### src/rtl/vga_pkg.sv
// Shared VGA 640x480@60 timing constants and the coordinate type used by the timing generator and scene blocks.
package vga_pkg;
  localparam int H_VIS   = 640;
  localparam int H_FP    = 16;
  localparam int H_SYNC  = 96;
  localparam int H_BP    = 48;
  localparam int H_TOTAL = H_VIS + H_FP + H_SYNC + H_BP;
  localparam int V_VIS   = 480;
  localparam int V_FP    = 10;
  localparam int V_SYNC  = 2;
  localparam int V_BP    = 33;
  localparam int V_TOTAL = V_VIS + V_FP + V_SYNC + V_BP;

  typedef logic [9:0] coord_t;
endpackage

### src/rtl/pixel_en_div.sv
// Divides the system clock into a registered one-clk pixel enable, period CLK_DIV (CLK_DIV >= 2).
module pixel_en_div #(
  parameter int CLK_DIV = 4
) (
  input  logic clk,
  input  logic rst,
  output logic pclk_en
);
  localparam int DW = $clog2(CLK_DIV);
  localparam logic [DW-1:0] DIV_MAX = DW'(CLK_DIV - 1);

  logic [DW-1:0] div_q, div_d;
  logic          pclk_en_q, pclk_en_d;

  always_comb begin
    pclk_en_d = (div_q == DIV_MAX);
    div_d     = pclk_en_d ? '0 : div_q + 1'b1;
  end

  always_ff @(posedge clk or posedge rst) begin
    if (rst) begin
      div_q     <= '0;
      pclk_en_q <= 1'b0;
    end else begin
      div_q     <= div_d;
      pclk_en_q <= pclk_en_d;
    end
  end

  assign pclk_en = pclk_en_q;
endmodule

### src/rtl/vga_timing_gen.sv
// VGA timing generator: pixel divider, h/v counters and registered sync/valid decode.
// Define VGA_SYNC_DELAY_EN to delay hsync/vsync/valid by one pixel (frame-buffer ROM read latency).
module vga_timing_gen
  import vga_pkg::coord_t;
#(
  parameter int CLK_DIV = 4,
  parameter int H_VIS   = vga_pkg::H_VIS,
  parameter int H_FP    = vga_pkg::H_FP,
  parameter int H_SYNC  = vga_pkg::H_SYNC,
  parameter int H_BP    = vga_pkg::H_BP,
  parameter int V_VIS   = vga_pkg::V_VIS,
  parameter int V_FP    = vga_pkg::V_FP,
  parameter int V_SYNC  = vga_pkg::V_SYNC,
  parameter int V_BP    = vga_pkg::V_BP
) (
  input  logic   clk,
  input  logic   rst,
  output logic   pclk_en,
  output coord_t h_cnt,
  output coord_t v_cnt,
  output logic   hsync,
  output logic   vsync,
  output logic   valid,
  output logic   line_start,
  output logic   frame_start
);
  localparam int     HT     = H_VIS + H_FP + H_SYNC + H_BP;
  localparam int     VT     = V_VIS + V_FP + V_SYNC + V_BP;
  localparam coord_t H_LAST = coord_t'(HT - 1);
  localparam coord_t V_LAST = coord_t'(VT - 1);
  localparam coord_t H_VEND = coord_t'(H_VIS);
  localparam coord_t V_VEND = coord_t'(V_VIS);
  localparam coord_t HS_LO  = coord_t'(H_VIS + H_FP);
  localparam coord_t HS_HI  = coord_t'(H_VIS + H_FP + H_SYNC);
  localparam coord_t VS_LO  = coord_t'(V_VIS + V_FP);
  localparam coord_t VS_HI  = coord_t'(V_VIS + V_FP + V_SYNC);

  coord_t h_q, h_d, v_q, v_d;
  logic   hs_q, hs_d, vs_q, vs_d, vld_q, vld_d;
  logic   line_q, line_d, frame_q, frame_d;

  pixel_en_div #(.CLK_DIV(CLK_DIV)) u_div (
    .clk     (clk),
    .rst     (rst),
    .pclk_en (pclk_en)
  );

  always_comb begin
    h_d     = h_q;
    v_d     = v_q;
    line_d  = 1'b0;
    frame_d = 1'b0;
    if (pclk_en) begin
      if (h_q == H_LAST) begin
        h_d    = '0;
        line_d = 1'b1;
        if (v_q == V_LAST) begin
          v_d     = '0;
          frame_d = 1'b1;
        end else begin
          v_d = v_q + 1'b1;
        end
      end else begin
        h_d = h_q + 1'b1;
      end
    end
    // Decode from the next counter values so the registered flags line up with h_cnt/v_cnt.
    hs_d  = !((h_d >= HS_LO) && (h_d < HS_HI));
    vs_d  = !((v_d >= VS_LO) && (v_d < VS_HI));
    vld_d = (h_d < H_VEND) && (v_d < V_VEND);
  end

  always_ff @(posedge clk or posedge rst) begin
    if (rst) begin
      h_q     <= '0;
      v_q     <= '0;
      hs_q    <= 1'b1;
      vs_q    <= 1'b1;
      vld_q   <= 1'b0;
      line_q  <= 1'b0;
      frame_q <= 1'b0;
    end else begin
      h_q     <= h_d;
      v_q     <= v_d;
      hs_q    <= hs_d;
      vs_q    <= vs_d;
      vld_q   <= vld_d;
      line_q  <= line_d;
      frame_q <= frame_d;
    end
  end

  assign h_cnt       = h_q;
  assign v_cnt       = v_q;
  assign line_start  = line_q;
  assign frame_start = frame_q;

`ifdef VGA_SYNC_DELAY_EN
  logic hs_dly_q, hs_dly_d, vs_dly_q, vs_dly_d, vld_dly_q, vld_dly_d;

  // Captures the flags of the pixel being left, so outputs trail the counters by one pixel.
  always_comb begin
    hs_dly_d  = hs_dly_q;
    vs_dly_d  = vs_dly_q;
    vld_dly_d = vld_dly_q;
    if (pclk_en) begin
      hs_dly_d  = hs_q;
      vs_dly_d  = vs_q;
      vld_dly_d = vld_q;
    end
  end

  always_ff @(posedge clk or posedge rst) begin
    if (rst) begin
      hs_dly_q  <= 1'b1;
      vs_dly_q  <= 1'b1;
      vld_dly_q <= 1'b0;
    end else begin
      hs_dly_q  <= hs_dly_d;
      vs_dly_q  <= vs_dly_d;
      vld_dly_q <= vld_dly_d;
    end
  end

  assign hsync = hs_dly_q;
  assign vsync = vs_dly_q;
  assign valid = vld_dly_q;
`else
  assign hsync = hs_q;
  assign vsync = vs_q;
  assign valid = vld_q;
`endif
endmodule

### config.mk
export PLATFORM = sky130hd
export DESIGN_NAME = vga_timing_gen
export DESIGN_NICKNAME = d
export VERILOG_FILES = /design/src/rtl/vga_pkg.sv /design/src/rtl/pixel_en_div.sv /design/src/rtl/vga_timing_gen.sv
export SDC_FILE = /design/constraint.sdc
export NUM_CORES = 1
export LEC_CHECK = 0
export BUFFER_PORTS_ARGS = -buffer_cell sky130_fd_sc_hd__buf_2
export CAP_MARGIN = 5
export CORE_ASPECT_RATIO = 1.75
export CORE_MARGIN = 4
export CORE_UTILIZATION = 40
export CTS_CLUSTER_SIZE = 25
export DETAILED_ROUTE_END_ITERATION = 7
export PLACE_DENSITY = 0.72
export SLEW_MARGIN = 20
export SYNTH_ARGS = -nofsm -noshare
export SYNTH_HDL_FRONTEND = slang
export SYNTH_SLANG_ARGS = --single-unit
### constraint.sdc
create_clock -name clk -period 2.2 [get_ports clk]
set_clock_uncertainty 0.05 [all_clocks]
set_input_delay 0.11 -clock clk [delete_from_list [all_inputs] [get_ports clk]]
set_output_delay 0.11 -clock clk [all_outputs]
set_load 0.1 [all_outputs]
# == Word-level counts from Yosys, hierarchy flattened ==
# Cells that the tools add are included.
# word_totals
word_cells,37
register_bits,28
# classes
order_cmp,6
n_reduce_logical,5
eq_ne,3
muxes,11
add_sub_neg,3
# op_table
cell,count
10-bit 2-to-1 mux,5
10-bit by 1-bit adder with 10-bit output (second input constant),2
10-bit equality test (second input constant),2
10-bit < comparator (second input constant),2
10-bit by 9-bit < comparator with 1-bit output (second input constant),2
10-bit greater-or-equal comparator (second input constant),1
10-bit by 9-bit greater-or-equal comparator with 1-bit output (second input constant),1
1-bit 2-to-1 mux,5
1-bit logical AND,3
2-bit by 1-bit adder with 2-bit output (second input constant),1
2-bit equality test (second input constant),1
1-bit zero test,2
2-bit 2-to-1 mux,1

# == Logic depth before layout (Yosys ltp) ==
# Gate-level depths: netlist of the first run.
# logic_depth
depth_word,7
ltp_mapped,9
depth_no_buf,7

# == By module ==
# Synthesis of the first run repeated with hierarchy kept, for this count alone.
# hier_totals
hier_cells,145
area_unflattened_um2,1465.2
# modules_own_cells
mod,cells_each,n_inst,area_each_um2
vga_timing_gen,139,1,1370.1
pixel_en_div,6,1,95.1

# == Worst setup path before layout of the first run ==
# Ideal clock, no wire load.
# synth_timing
path_kind,flip-flop to flip-flop
start,"reg h_q[4], in the netlist h_cnt[4]"
end,"reg vld_q, in the netlist valid"
slack_ps,-646
path_stages_with_launch,7
required_time_ps,2030
arrival_ps,2676
period_less_slack_ps,2846
setup_ps,120
cell_sequence,dfrtp_1 buf_2 nand4b_1 or3_4 or4_1 a21boi_1 and3b_1
# synth_between
elab_chain_len,5
word_cells_on_any_way,9
# synth_rtl
item,line,rtl
start: declaration,vga_timing_gen.sv:38,"coord_t h_q, h_d, v_q, v_d;"
start signal: assignment,vga_timing_gen.sv:75,h_q <= '0;
start signal: assignment,vga_timing_gen.sv:83,h_q <= h_d;
10-bit by 1-bit adder with 10-bit output / 10-bit equality test (equally long branches),"vga_timing_gen.sv:64, vga_timing_gen.sv:54",
10-bit 2-to-1 mux,vga_timing_gen.sv:54,if (h_q == H_LAST) begin
10-bit 2-to-1 mux,vga_timing_gen.sv:53,if (pclk_en) begin
10-bit < comparator / 10-bit by 9-bit < comparator with 1-bit output (equally long branches),vga_timing_gen.sv:70,vld_d = (h_d < H_VEND) && (v_d < V_VEND);
1-bit logical AND *,vga_timing_gen.sv:70,
via vld_d,vga_timing_gen.sv:39,"logic hs_q, hs_d, vs_q, vs_d, vld_q, vld_d;"
end signal: assignment,vga_timing_gen.sv:87,vld_q <= vld_d;
end: declaration,vga_timing_gen.sv:39,
# Mark *: on every way through the listed nets, which the timed path passes. The rest lies on a longest branch.

# == Final worst setup path of the first run ==
# layout_timing
start,"reg h_q[1], in the netlist h_cnt[1]"
end,"reg vld_q, in the netlist valid"
# The elaborated chain is that of the path after synthesis.

==> metrics.yaml, run 1 <==
timing:
  slew_headroom_pct: 67.6
  finalMaxSlewViolations: 0
  min_period_over_period_pct: 100
  setup_viol: 1
  finalSetupTns_ns: -0.00700
  fmax_mhz: 453
  tightest_slew_ns: 0.490
  rsz0062_at_grt: "true"
  layout_setup_ws_ns: -0.00700
  finalHoldViolCount: 0
  min_period_ns: 2.21
global_routing:
  grt_max_degree: 29
  grt_pass1_wl_um: 6200
  grt_pass1_vias: 1382
  grt_antenna_before_repair: 0
  overflow: 0
  track_usage_pct: 17.8
clocking:
  cts_tree: "built"
  path_clk_slew_ns: 0.10
  clockBufferDepth: 2
  htree_levels: 1
  clkSinkCount: 28
  root_buffer: "clkbuf_8"
  clk_latency_ns: 0.28
  cts_inserted_buffers: 3
power_and_ir_drop:
  p_seq_share_pct: 54.6
  p_switching_w: 0.000181
  p_comb_share_pct: 1.4
  clockPowerShare_pct: 44.0
  internal_power_w: 0.000761
  p_total_w: 0.000942
  ir_worst_vdd_mv: 0.462
  p_leak_nw: 0.870
  swShare_pct: 19.2
  p_per_area_nw_per_um2: 484
logic_synthesis:
  async_flop_share_pct: 100
  yosysWarnings: 0
  syn-num-nets: 156
  synth_seq_cells: 28
  syn_inst: 150
  ys_seq_area_share_pct: 47.3
  synth.distinct_cells: 48
  synthesis.area_um2: 1490
  syn_area_per_cell_um2: 9.90
  synth-edff-count: 0
  synth-main-ff-cell: "dfrtp_1"
layout:
  fillers: 305
  instances_no_fill: 235
  drive_above_1_share_pct: 42.9
  area_delta_synth_final_pct: 31.1
  n_antenna_cell: 0
  utilization_pct: 54.2
  num-nets-final: 196
route:
  wire_per_inst_um: 16.5
  route.detailed.drc: 0
  via_count: 1327
  drt_iter0_drc: 26
  wirelength_um: 3870
  firstDrtPassIters: 4
  antenna_left: 0
  via_per_inst: 5.65
place:
  routabilityCongestion: 0.853
  dp_hpwl_um: 2820
  dpl.cell_count: 227
  io_buffers: 27
setup_path:
  max_stage_delay_ns: 0.51
  rr_startpoint: "h_cnt[1]$_DFF_PP0_"
  path_buf_inv: 0
  crit_required_ns: 2.32
  critical-path-top-delay-family: "simple AND/OR/NAND/NOR gates"
  start_kind: "flip-flop"
  critPathSlowestCell: "or4_4"
  arrival_ns: 2.33
  endpoint_kind: "flip-flop"
  crit_fanout: 7
  criticalPathCategory: "reg -> reg"
  crit_chain: "ha_4, nand4_1, or3_4, or4_4, a21boi_4, and3b_1"
  crit_start: "h_cnt[1]$_DFF_PP0_"
die:
  core_um2: 3590
  boundaryPins: 28
  die_h_um: 88.6
  start_util_pct: 41.3
  std_cell_rows: 29
  die_w_um: 54.1
  dieArea_um2: 4790
status:
  status: "complete, but fails checks"
  violations: "negative setup slack"
job:
  cap_violations: 0
worst_hold_path:
  hold_path.class: "in -> async"
==> layout by cell type, fill, tap and decap left out, types with 2 or more instances in the layout <==
cell type	synthesis	layout
nand2_1	10	10
dfrtp_4	0	6
dfrtp_1	26	8
nor3_1	3	2
o211ai_1	4	4
or2_2	2	2
nand4_1	7	7
nor2_1	10	10
nand4b_1	2	2
a21oi_1	2	2
dfstp_2	2	2
a22o_1	2	2
inv_1	9	9
xor2_1	3	3
buf_4	0	16
o22ai_1	3	3
and3_1	6	6
and2_1	2	2
ha_1	4	3
clkbuf_8	0	3
nand3_1	6	6
buf_2	3	27
mux2i_1	2	2
dfrtp_2	0	12
and4_1	2	2
xnor2_1	6	6
or3_4	1	2
o21ai_0	3	3
==> stage by stage <==
step           hold WS (ns)  setup slack [ns]  cell area [um^2]
5_1_grt               0.413           -0.0543              1950
2_1_floorplan         0.123            -0.247              1540
3_3_place_gp          0.133            -0.102              1780
4_1_cts               0.389           -0.0136              1900
6_report              0.381          -0.00700              1950
3_5_place_dp          0.147            -0.100              1780
==> sequential cells by signal (all words and copies together), names as in the netlist <==
name           count
line_start         1
vsync              1
hsync              1
h_cnt             10
frame_start        1
v_cnt             10
u_div.div_q        2
valid              1
u_div.pclk_en      1
==> worst min-delay path, cell delays in order <==
cell	delay [ns]
dlygate4sd3_1	0.53
buf_2	0.12
inv_1	0.04
buf_4	0.33
==> cells by family (layout without fill, tap and decap cells) <==
kind of cell | after synthesis | after routing | synth area share, %
simple gates | 62 | 62 | 24.0
flops | 28 | 28 | 47.3
compound gates | 25 | 25 | 12.3
buf+inv | 19 | 58 | 5.56
xor+xnor | 9 | 9 | 5.31
fa+ha+maj | 4 | 4 | 3.37
mux | 3 | 3 | 2.11
==> layer usage <==
metal  GRT usage, %  up-vias  routed length, um
met5              0        -                  0
met4           12.2        0                167
met2           32.8       41               2140
li1               -      620                  -
met1           17.1      654               1430
met3           2.36       12                135
==> synth_stat cells, types with 2 or more instances <==
| library cell | instances | area (um^2) |
|---|---|---|
| dfrtp_1 | 26 | 651 |
| nand2_1 | 10 | 37.5 |
| nor2_1 | 10 | 37.5 |
| inv_1 | 9 | 33.8 |
| nand4_1 | 7 | 43.8 |
| and3_1 | 6 | 37.5 |
| nand3_1 | 6 | 30.0 |
| xnor2_1 | 6 | 52.6 |
| clkbuf_1 | 5 | 18.8 |
| ha_1 | 4 | 50.1 |
| o211ai_1 | 4 | 30.0 |
| buf_2 | 3 | 15.0 |
| nor3_1 | 3 | 15.0 |
| o21ai_0 | 3 | 15.0 |
| o22ai_1 | 3 | 18.8 |
| xor2_1 | 3 | 26.3 |
| a21oi_1 | 2 | 10.0 |
| a22o_1 | 2 | 17.5 |
| and2_1 | 2 | 12.5 |
| and4_1 | 2 | 17.5 |
| dfstp_2 | 2 | 52.6 |
| mux2i_1 | 2 | 20.0 |
| nand4b_1 | 2 | 17.5 |
| o41ai_1 | 2 | 17.5 |
| or2_2 | 2 | 12.5 |
| or4_1 | 2 | 15.0 |
==> cell type report <==
type | count | area, um^2 | share of cell area (%)
clock inverters | 1 | 30.0 | 1.54
well taps | 46 | 57.6 | 2.96
flip-flops and latches | 28 | 741 | 38.0
multi-input cells | 103 | 773 | 39.7
clock buffers | 3 | 41.3 | 2.12
repair buffers | 44 | 265 | 13.6
inverters | 10 | 38.8 | 1.99
==> power by group through the flow <==
stage / Combinational (W) / Sequential [W] / Clock, W
3_5_place_dp: 0.0000132 / 0.000525 / 0
5_1_grt: 0.0000161 / 0.000514 / 0.000443
4_1_cts: 0.0000146 / 0.000514 / 0.000417
6_report: 0.0000135 / 0.000514 / 0.000414
3_3_place_gp: 0.0000124 / 0.000525 / 0
2_1_floorplan: 0.00000758 / 0.000525 / 0
==> repair_timing <==
item	4_1_cts	5_1_grt
gates resized for setup	6	4
hold buffers	1	0
setup buffers	1	2
endpoints found under the setup margin	2	2
hold endpoints to repair	26	0
cloned	0	0
pin swaps	4	7
==> final timing paths <==
check,end,slack [ns],cells past startpoint
worst min-delay path,line_start$_DFF_PP0_,0.38,4
max in group asynchronous,hsync$_DFF_PP1_,1.41,4
min in group clk,u_div.div_q[0]$_DFF_PP0_,0.39,1
worst max-delay path,valid$_DFF_PP0_,-0.007,6
worst max register to register,valid$_DFF_PP0_,-0.007,6
worst min register to register,u_div.div_q[0]$_DFF_PP0_,0.39,1
Note: power is estimated with default switching activity, not from simulation.
==> inputs of run 2 (changes only) <==
--- a/config.mk
+++ b/config.mk
@@ -9,10 +9,10 @@
 export CAP_MARGIN = 5
 export CORE_ASPECT_RATIO = 1.75
 export CORE_MARGIN = 4
-export CORE_UTILIZATION = 40
+export CORE_UTILIZATION = 45
 export CTS_CLUSTER_SIZE = 25
 export DETAILED_ROUTE_END_ITERATION = 7
-export PLACE_DENSITY = 0.72
+export PLACE_DENSITY = 0.79
 export SLEW_MARGIN = 20
 export SYNTH_ARGS = -nofsm -noshare
 export SYNTH_HDL_FRONTEND = slang
==> constraint.sdc (replaced) <==
create_clock -name clk -period 2.2 [get_ports clk]
set_clock_uncertainty 0.05 [all_clocks]
set_input_delay 0.44 -clock clk [delete_from_list [all_inputs] [get_ports clk]]
set_output_delay 0.44 -clock clk [all_outputs]
set_load 0.1 [all_outputs]
==> run 2 against run 1 <==
Global-route usage rose by 1.1 points; die area is 9.8% lower; first-iteration DRC count grew 35%; the flow now finishes without violations; sequential share of layout area increased by 0.75 points; sequential power hardly changed; worst hold slack worse by 0.22 ns; via count rose by 1.2%; largest power group unchanged; critical path type unchanged; core utilization increased by 5.9 points; routed wire length hardly changed; cell count fell by 0.43%.
==> metrics.yaml, run 2 (synthesis gave the netlist of run 1 again) <==
status:
  status: "completed"  # was complete, but fails checks
job:
  cap_violations: 0  # unchanged
route:
  firstDrtPassIters: 4  # unchanged
  antenna_left: 0  # unchanged
  wirelength_um: 3870  # about the same
  via_per_inst: 5.74  # was 5.65
  via_count: 1343  # was 1327
  route.detailed.drc: 0  # unchanged
  drt_iter0_drc: 35  # was 26
  wire_per_inst_um: 16.5  # about the same
clocking:
  clockBufferDepth: 2  # unchanged
  clk_latency_ns: 0.27  # was 0.28 ns
  htree_levels: 1  # unchanged
  clkSinkCount: 28  # unchanged
  root_buffer: "clkbuf_8"  # unchanged
  cts_tree: "built"  # unchanged
  cts_inserted_buffers: 3  # unchanged
  path_clk_slew_ns: 0.09  # was 0.10 ns
  postCtsHoldBufs: 0  # was 1
layout:
  most-common-layout-cells: "27 x buf_2, 19 x buf_4, 12 x dfrtp_2, 10 x nor2_1, 10 x nand2_1"  # was 27 x buf_2, 16 x buf_4, 12 x dfrtp_2, 10 x nor2_1, 10 x nand2_1
  num-nets-final: 198  # was 196
  drive_above_1_share_pct: 42.9  # about the same
  final_common_cell: "buf_2"  # unchanged
  multi_input_area_um2: 753  # was 773 um^2
  n_antenna_cell: 0  # unchanged
  regArea_um2: 741  # unchanged
  area_delta_synth_final_pct: 28.6  # was 31.1%
  fillers: 298  # was 305
  utilization_pct: 60.1  # was 54.2%
global_routing:
  grt_use_met2_pct: 32.5  # was 32.8%
  use_met3_pct: 2.50  # was 2.36%
  track_usage_pct: 18.9  # was 17.8%
  grt_antenna_before_repair: 0  # unchanged
  grt_pass1_vias: 1382  # unchanged
  grt_pass1_wl_um: 6380  # was 6200 um
  grt_busiest_layer: "met2"  # unchanged
  overflow: 0  # unchanged
  use_met1_pct: 21.8  # was 17.1%
  grt_max_degree: 29  # unchanged
place:
  routabilityCongestion: 0.854  # was 0.853
  io_buffers: 27  # unchanged
  dp_hpwl_um: 2740  # was 2820 um
  post-place-ws_ns: -0.00742  # was -0.100 ns
die:
  core_um2: 3180  # was 3590 um^2
  std_cell_rows: 27  # was 29
  die_w_um: 51.4  # was 54.1 um
  dieArea_um2: 4320  # was 4790 um^2
  boundaryPins: 28  # unchanged
  start_util_pct: 46.8  # was 41.3%
  die_h_um: 84.0  # was 88.6 um
setup_path:
  crit_required_ns: 2.32  # about the same
  path_depth: 5  # was 6
  max_stage_delay_ns: 0.50  # was 0.51 ns
  path_buf_inv: 0  # unchanged
  criticalPathCategory: "reg -> reg"  # unchanged
  crit_end: "valid$_DFF_PP0_"  # unchanged
  crit_fanout: 6  # was 7
  critical-path-top-delay-family: "simple AND/OR/NAND/NOR gates"  # unchanged
  rr_startpoint: "h_cnt[6]$_DFF_PP0_"  # was h_cnt[1]$_DFF_PP0_
  arrival_ns: 2.27  # was 2.33 ns
  crit_chain: "or2_0, or3_4, or4_4, a21boi_4, and3b_1"  # was ha_4, nand4_1, or3_4, or4_4, a21boi_4, and3b_1
  reg2reg_to: "valid$_DFF_PP0_"  # unchanged
  start_kind: "flip-flop"  # unchanged
  endpoint_kind: "flip-flop"  # unchanged
  crit_start: "h_cnt[6]$_DFF_PP0_"  # was h_cnt[1]$_DFF_PP0_
  r2r_slack_ns: 0.05  # was -0.007 ns
  critPathSlowestCell: "or4_4"  # unchanged
  ff2ff_path_depth: 5  # was 6
worst_hold_path:
  hold_path.class: "in -> async"  # unchanged
power_and_ir_drop:
  p_per_area_nw_per_um2: 424  # was 484 nW/um^2
  p_leak_nw: 0.860  # was 0.870 nW
  ir_worst_vdd_mv: 0.397  # was 0.462 mV
timing:
  layout_setup_ws_ns: 0.0523  # was -0.00700 ns
  setup_viol: 0  # was 1
  tightest_slew_ns: 0.535  # was 0.490 ns
  min_period_ns: 2.15  # was 2.21 ns
  finalHoldViolCount: 0  # unchanged
  slew_headroom_pct: 63.8  # was 67.6%
  min_period_over_period_pct: 97.6  # was 100%
  fmax_mhz: 466  # was 453 MHz
  finalMaxSlewViolations: 0  # unchanged
## run 2: cell count changes in the layout (fill, tap and decap cells not counted), sizes merged
cell / delta
buf: +3
dlygate4sd3: -1
bufinv: -1
clkbuf: +1
## run 2: tightest hold or removal path: stages
cell and delay (ns):
buf_2 0.10, inv_1 0.04, buf_4 0.32
## run 2: worst min-delay path by stage
stage | from | end | slack (ns) | depth (start not counted)
finish | rst | u_div.pclk_en$_DFF_PP0_ | 0.16 | 3
detailed placement | u_div.div_q[0]$_DFF_PP0_ | u_div.div_q[0]$_DFF_PP0_ | 0.38 | 1
CTS | rst | h_cnt[0]$_DFF_PP0_ | 0.17 | 3
floorplan | u_div.div_q[0]$_DFF_PP0_ | u_div.div_q[0]$_DFF_PP0_ | 0.35 | 1
global placement | u_div.div_q[0]$_DFF_PP0_ | u_div.div_q[0]$_DFF_PP0_ | 0.36 | 1
global route | rst | u_div.pclk_en$_DFF_PP0_ | 0.20 | 3
## run 2: timing repair
item                       CTS  global route
buffers inserted             3             3
pin swaps                    2             6
setup endpoints to repair    2             2
gates resized for setup      4             4
## run 2: stage by stage
stage | cells | power (W) | hold slack (ns) | instance area, um^2 | TNS (ns)
finish | 234 | 0.000809 | 0.160 | 1910 | 0
CTS | 231 | 0.000819 | 0.173 | 1860 | -0.00266
floorplan | 150 | 0.000532 | 0.353 | 1540 | -0.875
global route | 234 | 0.000842 | 0.199 | 1910 | -0.0181
detailed placement | 224 | 0.000537 | 0.378 | 1770 | -0.00742
global placement | 224 | 0.000537 | 0.364 | 1770 | -0.0304
## run 2: area by class of cell
class	instances	area share, %
repair buffers	46	14.5
well taps	43	2.82
flip-flops and latches	28	38.8
inverters	10	2.03
multi-input cells	103	39.4
clock buffers	4	2.36
## run 2: report_power, final
part,switching (W),internal [W]
Combinational,0.00000999,0.00000194
Sequential,0,0.000514
Clock,0.000154,0.000130
Total,0.000164,0.000646
## run 2: layer usage
| metal | wire length, um | vias to the layer above |
|---|---|---|
| met4 | 133 | 0 |
| met1 | 1500 | 652 |
| met2 | 2090 | 50 |
| li1 | - | 627 |
| met3 | 142 | 14 |
| met5 | 0 | - |
==> inputs of run 3 (changes only) <==
--- a/config.mk
+++ b/config.mk
@@ -7,7 +7,6 @@
 export LEC_CHECK = 0
 export BUFFER_PORTS_ARGS = -buffer_cell sky130_fd_sc_hd__buf_2
 export CAP_MARGIN = 5
-export CORE_ASPECT_RATIO = 1.75
 export CORE_MARGIN = 4
 export CORE_UTILIZATION = 45
 export CTS_CLUSTER_SIZE = 25
==> run 3 against run 2 <==
Global-route usage shrank 1.9 points; maximum frequency shrank 0.16%; critical path type unchanged; worst hold slack lost 0.084 ns; routed wire length shrank 15%; cell count shrank 1.7%.
==> metrics.yaml, run 3 (synthesis gave the netlist of run 1 again) <==
clocking:
  postCtsHoldBufs: 0  # unchanged
  clockBufferDepth: 2  # unchanged
  clkSinkCount: 28  # unchanged
  cts_tree: "built"  # unchanged
  htree_levels: 1  # unchanged
  root_buffer: "clkbuf_4"  # was clkbuf_8
  path_clk_slew_ns: 0.15  # was 0.09 ns
  cts_inserted_buffers: 3  # unchanged
  clk_latency_ns: 0.34  # was 0.27 ns
setup_path:
  critPathSlowestCell: "or4_4"  # unchanged
  rr_startpoint: "h_cnt[1]$_DFF_PP0_"  # was h_cnt[6]$_DFF_PP0_
  start_kind: "flip-flop"  # unchanged
  path_buf_inv: 0  # unchanged
  max_stage_delay_ns: 0.49  # was 0.50 ns
  ff2ff_path_depth: 6  # was 5
  arrival_ns: 2.33  # was 2.27 ns
  reg2reg_to: "valid$_DFF_PP0_"  # unchanged
  crit_fanout: 5  # was 6
  crit_required_ns: 2.37  # was 2.32 ns
  criticalPathCategory: "reg -> reg"  # unchanged
  endpoint_kind: "flip-flop"  # unchanged
  critical-path-top-delay-family: "simple AND/OR/NAND/NOR gates"  # unchanged
  crit_chain: "ha_4, nand4_1, or3_4, or4_4, a21boi_2, and3b_1"  # was or2_0, or3_4, or4_4, a21boi_4, and3b_1
  r2r_slack_ns: 0.05  # about the same
timing:
  rsz0062_at_grt: "true"
  finalSetupTns_ns: 0  # unchanged
  fin_hold_ws_ns: 0.0763  # was 0.160 ns
  finalHoldViolCount: 0  # unchanged
  min_period_over_period_pct: 97.8  # was 97.6%
  setup_viol: 0  # unchanged
  min_period_ns: 2.15  # about the same
  fmax_mhz: 465  # was 466 MHz
  tightest_slew_ns: 0.466  # was 0.535 ns
  slew_headroom_pct: 68.6  # was 63.8%
  finalMaxSlewViolations: 0  # unchanged
die:
  dieArea_um2: 4280  # was 4320 um^2
  die_h_um: 65.5  # was 84.0 um
  die_w_um: 65.5  # was 51.4 um
  start_util_pct: 47.9  # was 46.8%
  core_um2: 3100  # was 3180 um^2
  std_cell_rows: 20  # was 27
  boundaryPins: 28  # unchanged
power_and_ir_drop:
  p_total_w: 0.000743  # was 0.000809 W
  ir_worst_vdd_mv: 0.340  # was 0.397 mV
  p_per_area_nw_per_um2: 404  # was 424 nW/um^2
  p_leak_nw: 0.834  # was 0.860 nW
place:
  routabilityCongestion: 0.930  # was 0.854
  dp_hpwl_um: 2480  # was 2740 um
  dpl.cell_count: 224  # unchanged
  io_buffers: 27  # unchanged
route:
  route.detailed.drc: 0  # unchanged
  via_count: 1286  # was 1343
  wire_per_inst_um: 14.4  # was 16.5 um
  drt_iter0_drc: 96  # was 35
  firstDrtPassIters: 6  # was 4
  antenna_left: 0  # unchanged
  via_per_inst: 5.59  # was 5.74
  wirelength_um: 3310  # was 3870 um
global_routing:
  grt_pass1_wl_um: 5620  # was 6380 um
  grt_max_degree: 29  # unchanged
  overflow: 0  # unchanged
  grt_pass1_vias: 1227  # was 1382
  track_usage_pct: 17.0  # was 18.9%
  grt_antenna_before_repair: 0  # unchanged
layout:
  utilization_pct: 59.4  # was 60.1%
  num-nets-final: 193  # was 198
  area_delta_synth_final_pct: 24.0  # was 28.6%
  fillers: 283  # was 298
  drive_above_1_share_pct: 40.9  # was 42.9%
  n_antenna_cell: 0  # unchanged
  final_common_cell: "buf_2"  # unchanged
  most-common-layout-cells: "27 x buf_2, 14 x buf_4, 12 x dfrtp_2, 10 x nor2_1, 10 x nand2_1"  # was 27 x buf_2, 19 x buf_4, 12 x dfrtp_2, 10 x nor2_1, 10 x nand2_1
  instances_no_fill: 230  # was 234
worst_hold_path:
  hold_path.class: "in -> async"  # unchanged
job:
  cap_violations: 0  # unchanged
status:
  status: "completed"  # unchanged
## run 3: cell type report
cell class	instances	area [um^2]	area share, %
tap	44	55.1	2.99
inverter	10	38.8	2.11
clock buffer	4	26.3	1.43
sequential	28	741	40.2
multi-input combinational	103	741	40.2
timing repair buffer	41	240	13.0
## run 3: what timing repair did
item	in CTS	in global routing
hold endpoints to repair	0	0
pin swaps	0	2
setup buffers	0	2
setup endpoints to repair	1	2
gates resized for setup	1	6
## run 3: worst max-delay path by stage
stage                     depth (start not counted)               to                from
after floorplan                                   7  valid$_DFF_PP0_  h_cnt[6]$_DFF_PP0_
after global placement                            6  valid$_DFF_PP0_  h_cnt[0]$_DFF_PP0_
after detailed placement                          6  valid$_DFF_PP0_  h_cnt[0]$_DFF_PP0_
after CTS                                         6  valid$_DFF_PP0_  h_cnt[0]$_DFF_PP0_
after global routing                              6  valid$_DFF_PP0_  h_cnt[0]$_DFF_PP0_
final                                             6  valid$_DFF_PP0_  h_cnt[1]$_DFF_PP0_
## run 3: worst register-to-register path: stages, from the launching register on
cell and delay, ns:
dfrtp_4 0.47, ha_4 0.14, nand4_1 0.10, or3_4 0.44, or4_4 0.49, a21boi_2 0.16
and3b_1 0.19
## run 3: through the flow
step | setup slack (ns) | cell area [um^2]
after floorplan | -0.247 | 1540
after global placement | 0.0980 | 1770
after detailed placement | 0.0424 | 1770
after CTS | 0.00868 | 1800
after global routing | -0.0497 | 1840
final | 0.0488 | 1840
## run 3: power by group
group	internal, W	total (W)	switching [W]
registers	0.000515	0.000515	0
logic	0.00000194	0.0000118	0.00000986
clock network	0.0000712	0.000217	0.000146
## run 3: routing by layer
| metal | global-route usage (%) | routed length, um |
|---|---|---|
| met5 | 0 | 0 |
| met4 | 5.96 | 21 |
| met3 | 3.25 | 206 |
| met2 | 28.8 | 1550 |
| met1 | 21.5 | 1530 |
